==> src/rtl/fire_nozzle_dispatcher_if.sv <==
// Target-pair handshake between the priority matrix checker (master) and
// the nozzle dispatcher (slave).
interface fire_nozzle_dispatcher_if #(
    parameter int COORD_W = 2
);
    // A pair transfers on a rising clk edge where tgt_valid && tgt_ready.
    // The master holds the points and point2_en stable while tgt_valid is
    // high. tgt_ready never depends combinationally on tgt_valid.
    logic               tgt_valid;
    logic               tgt_ready;
    logic [COORD_W-1:0] point1_x;
    logic [COORD_W-1:0] point1_y;
    logic [COORD_W-1:0] point2_x;
    logic [COORD_W-1:0] point2_y;
    logic               point2_en;

    modport master (
        output tgt_valid, point1_x, point1_y, point2_x, point2_y, point2_en,
        input  tgt_ready
    );

    modport slave (
        input  tgt_valid, point1_x, point1_y, point2_x, point2_y, point2_en,
        output tgt_ready
    );
endinterface

==> src/rtl/fire_nozzle_dispatcher.sv <==
// Steps the extinguisher nozzle to one or two targets, sprays each one for a
// fixed time, then returns the nozzle home to (0,0).
module fire_nozzle_dispatcher #(
    parameter int COORD_W      = 2,
    parameter int STEP_CYCLES  = 4,
    parameter int SPRAY_CYCLES = 8
) (
    input  logic                     clk,
    input  logic                     reset,
    fire_nozzle_dispatcher_if.slave  tgt,
    input  logic                     abort,
    output logic [COORD_W-1:0]       pos_x,
    output logic [COORD_W-1:0]       pos_y,
    output logic                     moving,
    output logic                     spray_on,
    output logic                     busy,
    output logic                     done,
    output logic [1:0]               state_dbg
);

    localparam int STEP_W  = (STEP_CYCLES  > 1) ? $clog2(STEP_CYCLES)  : 1;
    localparam int SPRAY_W = (SPRAY_CYCLES > 1) ? $clog2(SPRAY_CYCLES) : 1;
    localparam logic [STEP_W-1:0]  STEP_LAST  = STEP_W'(STEP_CYCLES - 1);
    localparam logic [SPRAY_W-1:0] SPRAY_LAST = SPRAY_W'(SPRAY_CYCLES - 1);

    typedef enum logic [1:0] {
        IDLE  = 2'd0,
        MOVE  = 2'd1,
        SPRAY = 2'd2,
        HOME  = 2'd3
    } state_t;

    state_t               state_q, state_d;
    logic [COORD_W-1:0]   pos_x_q, pos_x_d, pos_y_q, pos_y_d;
    logic [COORD_W-1:0]   p1_x_q, p1_x_d, p1_y_q, p1_y_d;
    logic [COORD_W-1:0]   p2_x_q, p2_x_d, p2_y_q, p2_y_d;
    logic                 p2_en_q, p2_en_d;
    logic                 leg_q, leg_d;
    logic [STEP_W-1:0]    step_cnt_q, step_cnt_d;
    logic [SPRAY_W-1:0]   spray_cnt_q, spray_cnt_d;
    logic                 done_q, done_d;

    logic [COORD_W-1:0]   dest_x, dest_y;
    logic                 at_dest;

    always_ff @(posedge clk or negedge reset) begin
        if (!reset) begin
            state_q     <= IDLE;
            pos_x_q     <= '0;
            pos_y_q     <= '0;
            p1_x_q      <= '0;
            p1_y_q      <= '0;
            p2_x_q      <= '0;
            p2_y_q      <= '0;
            p2_en_q     <= 1'b0;
            leg_q       <= 1'b0;
            step_cnt_q  <= '0;
            spray_cnt_q <= '0;
            done_q      <= 1'b0;
        end else begin
            state_q     <= state_d;
            pos_x_q     <= pos_x_d;
            pos_y_q     <= pos_y_d;
            p1_x_q      <= p1_x_d;
            p1_y_q      <= p1_y_d;
            p2_x_q      <= p2_x_d;
            p2_y_q      <= p2_y_d;
            p2_en_q     <= p2_en_d;
            leg_q       <= leg_d;
            step_cnt_q  <= step_cnt_d;
            spray_cnt_q <= spray_cnt_d;
            done_q      <= done_d;
        end
    end

    // HOME always heads for the origin; MOVE heads for the current leg's target.
    always_comb begin
        dest_x = '0;
        dest_y = '0;
        if (state_q == MOVE) begin
            dest_x = leg_q ? p2_x_q : p1_x_q;
            dest_y = leg_q ? p2_y_q : p1_y_q;
        end
        at_dest = (pos_x_q == dest_x) && (pos_y_q == dest_y);
    end

    always_comb begin
        state_d     = state_q;
        pos_x_d     = pos_x_q;
        pos_y_d     = pos_y_q;
        p1_x_d      = p1_x_q;
        p1_y_d      = p1_y_q;
        p2_x_d      = p2_x_q;
        p2_y_d      = p2_y_q;
        p2_en_d     = p2_en_q;
        leg_d       = leg_q;
        step_cnt_d  = step_cnt_q;
        spray_cnt_d = spray_cnt_q;

        case (state_q)
            IDLE: begin
                if (tgt.tgt_valid) begin
                    p1_x_d     = tgt.point1_x;
                    p1_y_d     = tgt.point1_y;
                    p2_x_d     = tgt.point2_x;
                    p2_y_d     = tgt.point2_y;
                    p2_en_d    = tgt.point2_en;
                    leg_d      = 1'b0;
                    step_cnt_d = '0;
                    state_d    = MOVE;
                end
            end
            MOVE, HOME: begin
                if (state_q == MOVE && abort) begin
                    state_d     = HOME;
                    step_cnt_d  = '0;
                    spray_cnt_d = '0;
                end else if (at_dest) begin
                    state_d     = (state_q == MOVE) ? SPRAY : IDLE;
                    step_cnt_d  = '0;
                    spray_cnt_d = '0;
                end else if (step_cnt_q == STEP_LAST) begin
                    step_cnt_d = '0;
                    // x is corrected first; y only moves once x matches.
                    if (pos_x_q != dest_x) begin
                        pos_x_d = (dest_x > pos_x_q) ? pos_x_q + COORD_W'(1)
                                                     : pos_x_q - COORD_W'(1);
                    end else begin
                        pos_y_d = (dest_y > pos_y_q) ? pos_y_q + COORD_W'(1)
                                                     : pos_y_q - COORD_W'(1);
                    end
                end else begin
                    step_cnt_d = step_cnt_q + STEP_W'(1);
                end
            end
            SPRAY: begin
                if (abort) begin
                    state_d     = HOME;
                    step_cnt_d  = '0;
                    spray_cnt_d = '0;
                end else if (spray_cnt_q == SPRAY_LAST) begin
                    spray_cnt_d = '0;
                    step_cnt_d  = '0;
                    if (!leg_q && p2_en_q) begin
                        leg_d   = 1'b1;
                        state_d = MOVE;
                    end else begin
                        state_d = HOME;
                    end
                end else begin
                    spray_cnt_d = spray_cnt_q + SPRAY_W'(1);
                end
            end
            default: state_d = IDLE;
        endcase
    end

    assign done_d = (state_q == HOME) && (state_d == IDLE);

    assign tgt.tgt_ready = (state_q == IDLE);
    assign busy          = (state_q != IDLE);
    assign moving        = (state_q == MOVE) || (state_q == HOME);
    assign spray_on      = (state_q == SPRAY);
    assign pos_x         = pos_x_q;
    assign pos_y         = pos_y_q;
    assign done          = done_q;
    assign state_dbg     = state_q;

endmodule
==> src/flat_wrapper.sv <==
// flat-port wrapper written by rule: the top's interface ports become plain ports
module fire_nozzle_dispatcher_flat 
#(
    parameter int COORD_W      = 2,
    parameter int STEP_CYCLES  = 4,
    parameter int SPRAY_CYCLES = 8
)
  (clk, reset, abort, pos_x, pos_y, moving, spray_on, busy, done, state_dbg, tgt_tgt_valid, tgt_point1_x, tgt_point1_y, tgt_point2_x, tgt_point2_y, tgt_point2_en, tgt_tgt_ready);
  fire_nozzle_dispatcher_if #(.COORD_W(COORD_W)) tgt_i ();
  input  logic clk;
  input  logic reset;
  input  logic abort;
  output logic [COORD_W-1:0] pos_x;
  output logic [COORD_W-1:0] pos_y;
  output logic moving;
  output logic spray_on;
  output logic busy;
  output logic done;
  output logic [1:0] state_dbg;
  input wire logic [$bits(tgt_i.tgt_valid)-1:0] tgt_tgt_valid;
  input wire logic [$bits(tgt_i.point1_x)-1:0] tgt_point1_x;
  input wire logic [$bits(tgt_i.point1_y)-1:0] tgt_point1_y;
  input wire logic [$bits(tgt_i.point2_x)-1:0] tgt_point2_x;
  input wire logic [$bits(tgt_i.point2_y)-1:0] tgt_point2_y;
  input wire logic [$bits(tgt_i.point2_en)-1:0] tgt_point2_en;
  output wire logic [$bits(tgt_i.tgt_ready)-1:0] tgt_tgt_ready;
  assign tgt_i.tgt_valid = tgt_tgt_valid;
  assign tgt_i.point1_x = tgt_point1_x;
  assign tgt_i.point1_y = tgt_point1_y;
  assign tgt_i.point2_x = tgt_point2_x;
  assign tgt_i.point2_y = tgt_point2_y;
  assign tgt_i.point2_en = tgt_point2_en;
  assign tgt_tgt_ready = tgt_i.tgt_ready;
  fire_nozzle_dispatcher #(.COORD_W(COORD_W), .STEP_CYCLES(STEP_CYCLES), .SPRAY_CYCLES(SPRAY_CYCLES)) u_core (.clk(clk), .reset(reset), .tgt(tgt_i), .abort(abort), .pos_x(pos_x), .pos_y(pos_y), .moving(moving), .spray_on(spray_on), .busy(busy), .done(done), .state_dbg(state_dbg));
endmodule
==> config.mk <==
export PLATFORM = sky130hd
export DESIGN_NAME = fire_nozzle_dispatcher_flat
export DESIGN_NICKNAME = d
export VERILOG_FILES = /design/src/rtl/fire_nozzle_dispatcher_if.sv /design/src/rtl/fire_nozzle_dispatcher.sv /design/src/flat_wrapper.sv
export SDC_FILE = /design/constraint.sdc
export NUM_CORES = 1
export LEC_CHECK = 0
export ABC_AREA = 1
export BUFFER_PORTS_ARGS = -buffer_cell sky130_fd_sc_hd__buf_2
export CAP_MARGIN = 20
export CORE_MARGIN = 3
export CORE_UTILIZATION = 54
export CTS_CLUSTER_SIZE = 10
export DETAILED_ROUTE_END_ITERATION = 8
export PLACE_DENSITY = 0.78
export REMOVE_ABC_BUFFERS = 1
export SLEW_MARGIN = 20
export SYNTH_ARGS = -nofsm -noshare
export SYNTH_HDL_FRONTEND = slang
export SYNTH_SLANG_ARGS = --single-unit
==> constraint.sdc <==
create_clock -name clk -period 2.2 [get_ports clk]
set_input_delay 0.33 -clock clk [delete_from_list [all_inputs] [get_ports clk]]
set_output_delay 0.33 -clock clk [all_outputs]
set_load 0.05 [all_outputs]
==> impl_metrics.csv <==
group,metric,value,unit
synth,synth.avg_cell_area,8.303,um2
synth,yosysTopAreaCell,"dfrtp_1",
floorplanning,core,2102,um2
worst_setup_path,crit_arrival,2.16,ns
floorplanning,initial_core_util,60.83,%
global_routing,grtUsageTotal,21.42,%
clock_tree,cts_tree,"done",
job,drv_cap,0,
synth,synth_xor_area_share,1.370,%
synth,yosysMostFrequentCell,"nand2_1",
timing,slew_headroom,67.02,%
synth,synth_commonest_cells,"nand2_1 (55), dfrtp_1 (22), inv_1 (16)",
floorplanning,rows,16,
global_routing,grt_max_degree,23,
floorplanning,ios,24,
global_routing,grt_pass1_vias,1039,
synth,synthAdderAreaFrac,6.849,%
synth,ys_types,28,
detailed_routing,first_pass_iters,4,
layout,nets,201,
synth,yosys.area_share.simple,33.27,%
run_status,status,"completed",
detailed_routing,wl_per_cell,12.72,um
floorplanning,die_h,54.66,um
synth,synth_top_area_share,43.05,%
worst_setup_path,cp_max_fo,5,
timing,timing.final.hold_violations,0,
clock_tree,numClockSinks,22,
global_routing,grt_antenna_before_repair,0,
layout,regArea,550.5,um2
detailed_routing,vias,1062,
layout,n_antenna_cell,0,
worst_setup_path,path_common_cell,"nand2_1",
worst_setup_path,crit_chain,"nor2_4, inv_1, nor2_1, o21ai_1, ha_1, nand2_1, nor2_2, nor2_2, nand2_1, nand2_1, nand2_1, o21ai_1",
timing,tightest_slew,0.4947,ns
clock_tree,cts_buffers,3,
worst_setup_path,required,2.39,ns
min_path,hold_class,"input pin to flip-flop",
synth,async_flop_share,100.0,%
clock_tree,cts_root_buf,"clkbuf_4",
layout,fill_cells,184,
detailed_routing,drc,0,
worst_setup_path,worstSetupPathType,"flip-flop to flip-flop",
power,finalPower,2.267,mW
synth,synth-compound-area-share,7.241,%
detailed_routing,totalWireLength,2.633,mm
synth,synth_edf_count,0,
synth,synth_area_leaders,"dfrtp_1 (43%), nand2_1 (16%), ha_1 (6.8%)",
layout,finalNonFillerCells,207,
timing,fin_skew,0.01627,ns
placement,place_ws,0.1404,ns
synth,netlist_instances,154,
worst_setup_path,r2r_start,"u_core.state_dbg[1]$_DFF_PN0_",
global_routing,grt_pass1_wl,4.560,mm
detailed_routing,vias_per_cell,5.130,
power,irDropWorstVdd,0.8817,mV
layout,drive_gt1_share,28.33,%
placement,dp.cells,202,
detailed_routing,final_antenna_net_count,0,
clock_tree,clk_latency,0.31,ns
worst_setup_path,critPathLaunchType,"flip-flop",
worst_setup_path,crit_slowest_cell,"dfrtp_1",
timing,post-route-period-util,89.62,%
placement,port-buffer-count,23,
clock_tree,path_clk_slew,0.14,ns
worst_setup_path,end_kind,"flip-flop",
synth,ys.warnings.count,0,
timing,drv_slew,0,
layout,multiInputGateArea,633.1,um2
timing,fmax,507.2,MHz
synth,ys_seq_elements,22,
synth,ys.flop_type,"dfrtp_1",
clock_tree,clk_path_buf_depth,2,
worst_setup_path,critPathMaxStageDelay,0.49,ns
floorplanning,die_x,54.66,um
synth,syn_area,1279,um2
power,leakagePower,0.8052,nW
timing,rsz0062_at_grt,"no",
placement,place.gp.congestion,0.8446,
detailed_routing,dr.first_iter.drc_count,20,
min_path,hold_start,"tgt_point2_y[1]",
synth,ys_seq_area_share,43.05,%
synth,yosys-mux-area-fraction,0,%
placement,dp_hpwl,2.027,mm
worst_setup_path,cp-startpoint,"u_core.state_dbg[1]$_DFF_PN0_",
timing,setup_slack,0.2283,ns
power,p_per_area,1531,nW/um2
layout,syn2layout_area_growth,15.85,%
global_routing,gr-total-overflow,0,
clock_tree,post_cts_buffers,0,
clock_tree,htreeDepth,1,
timing,setup_viol,0,
timing,min_period,1.972,ns
synth,synth_top_family_by_area,"simple AND/OR/NAND/NOR gates",
floorplanning,dieArea,2988,um2
routing by layer:
metal	share of wire, %	global-route usage [%]	vias up	wire (um)
met5	0	0	-	0
met3	3.7	4.087	4	98
met4	0.76	7.469	0	20
met1	43	26.80	502	1126
met2	53	36.42	22	1388
li1	-	-	534	-
sequential cells by signal (all words and copies together), names as in the netlist:
name	cells
u_core.done	1
u_core.leg_q	1
u_core.p1_x_q	2
u_core.p1_y_q	2
u_core.p2_en_q	1
u_core.p2_x_q	2
u_core.p2_y_q	2
u_core.pos_x	2
u_core.pos_y	2
u_core.spray_cnt_q	3
u_core.state_dbg	2
u_core.step_cnt_q	2
cell families after synthesis:
kind of cell,count (synthesis)
buf+inv,24
flops,22
compound gates,13
xor+xnor,2
fa+ha+maj,7
simple gates,86
per-stage QoR:
stage                     TNS [ns]  hold slack [ns]  util [%]  instance area, um2
after floorplan             -5.519          0.03441         -                1252
after CTS                        0           0.1904     70.00                1471
after global routing             0           0.1798     70.48                1481
after global placement           0           0.3228     67.02                1409
final                            0           0.1973     70.48                1481
after detailed placement         0           0.3203     67.02                1409
what timing repair did:
item                                    CTS  global route
endpoints found under the hold margin    22             0
gates resized for setup                   0             3
hold buffers                              1             0
endpoints found under the setup margin    0            10
cells in the final DEF, fill, tap and decap left out, drive strengths merged:
cell type / n
dlygate4sd3: 1
bufinv: 1
buf: 24
o21ai: 7
o22ai: 1
o21bai: 1
a21oi: 3
clkinv: 1
xor2: 2
nand4: 3
nor3: 1
nand2: 58
inv: 20
nor2: 14
nand3: 10
dfrtp: 22
o21a: 1
ha: 7
clkbuf: 3
worst max-delay path: cells and delay by family (launching register included):
family | cells | cell delay, ns
flops | 1 | 0.49
fa+ha+maj | 1 | 0.29
compound gates | 2 | 0.15
simple gates | 8 | 0.84
buf+inv | 1 | 0.10
cell type report:
cell class | instances | area share, %
clock buffer | 3 | 1.520
clock inverter | 1 | 2.027
sequential | 22 | 37.16
multi-input combinational | 108 | 42.74
tap | 27 | 2.280
inverter | 21 | 5.321
timing repair buffer | 25 | 8.953
power breakdown:
part           internal (mW)  total [mW]  leakage (nW)  switching (mW)
Sequential             0.585       0.728         0.273           0.143
Clock                  0.184       0.310        0.0279           0.126
Combinational          0.376        1.23         0.504           0.853
final timing paths:
| path | to | slack [ns] | depth (start not counted) |
|---|---|---|---|
| worst max-delay path | u_core.spray_cnt_q[0]$_DFFE_PN0P_ | 0.23 | 12 |
| worst min-delay path | u_core.p2_y_q[1]$_DFFE_PN0P_ | 0.20 | 3 |
| worst max register to register | u_core.spray_cnt_q[0]$_DFFE_PN0P_ | 0.23 | 12 |
| worst min register to register | u_core.p1_y_q[1]$_DFFE_PN0P_ | 0.50 | 2 |
| max in group asynchronous | u_core.spray_cnt_q[0]$_DFFE_PN0P_ | 1.36 | 2 |
| min in group asynchronous | u_core.pos_x[1]$_DFFE_PN0P_ | 0.49 | 2 |
Note: power is estimated with default switching activity, not from simulation.
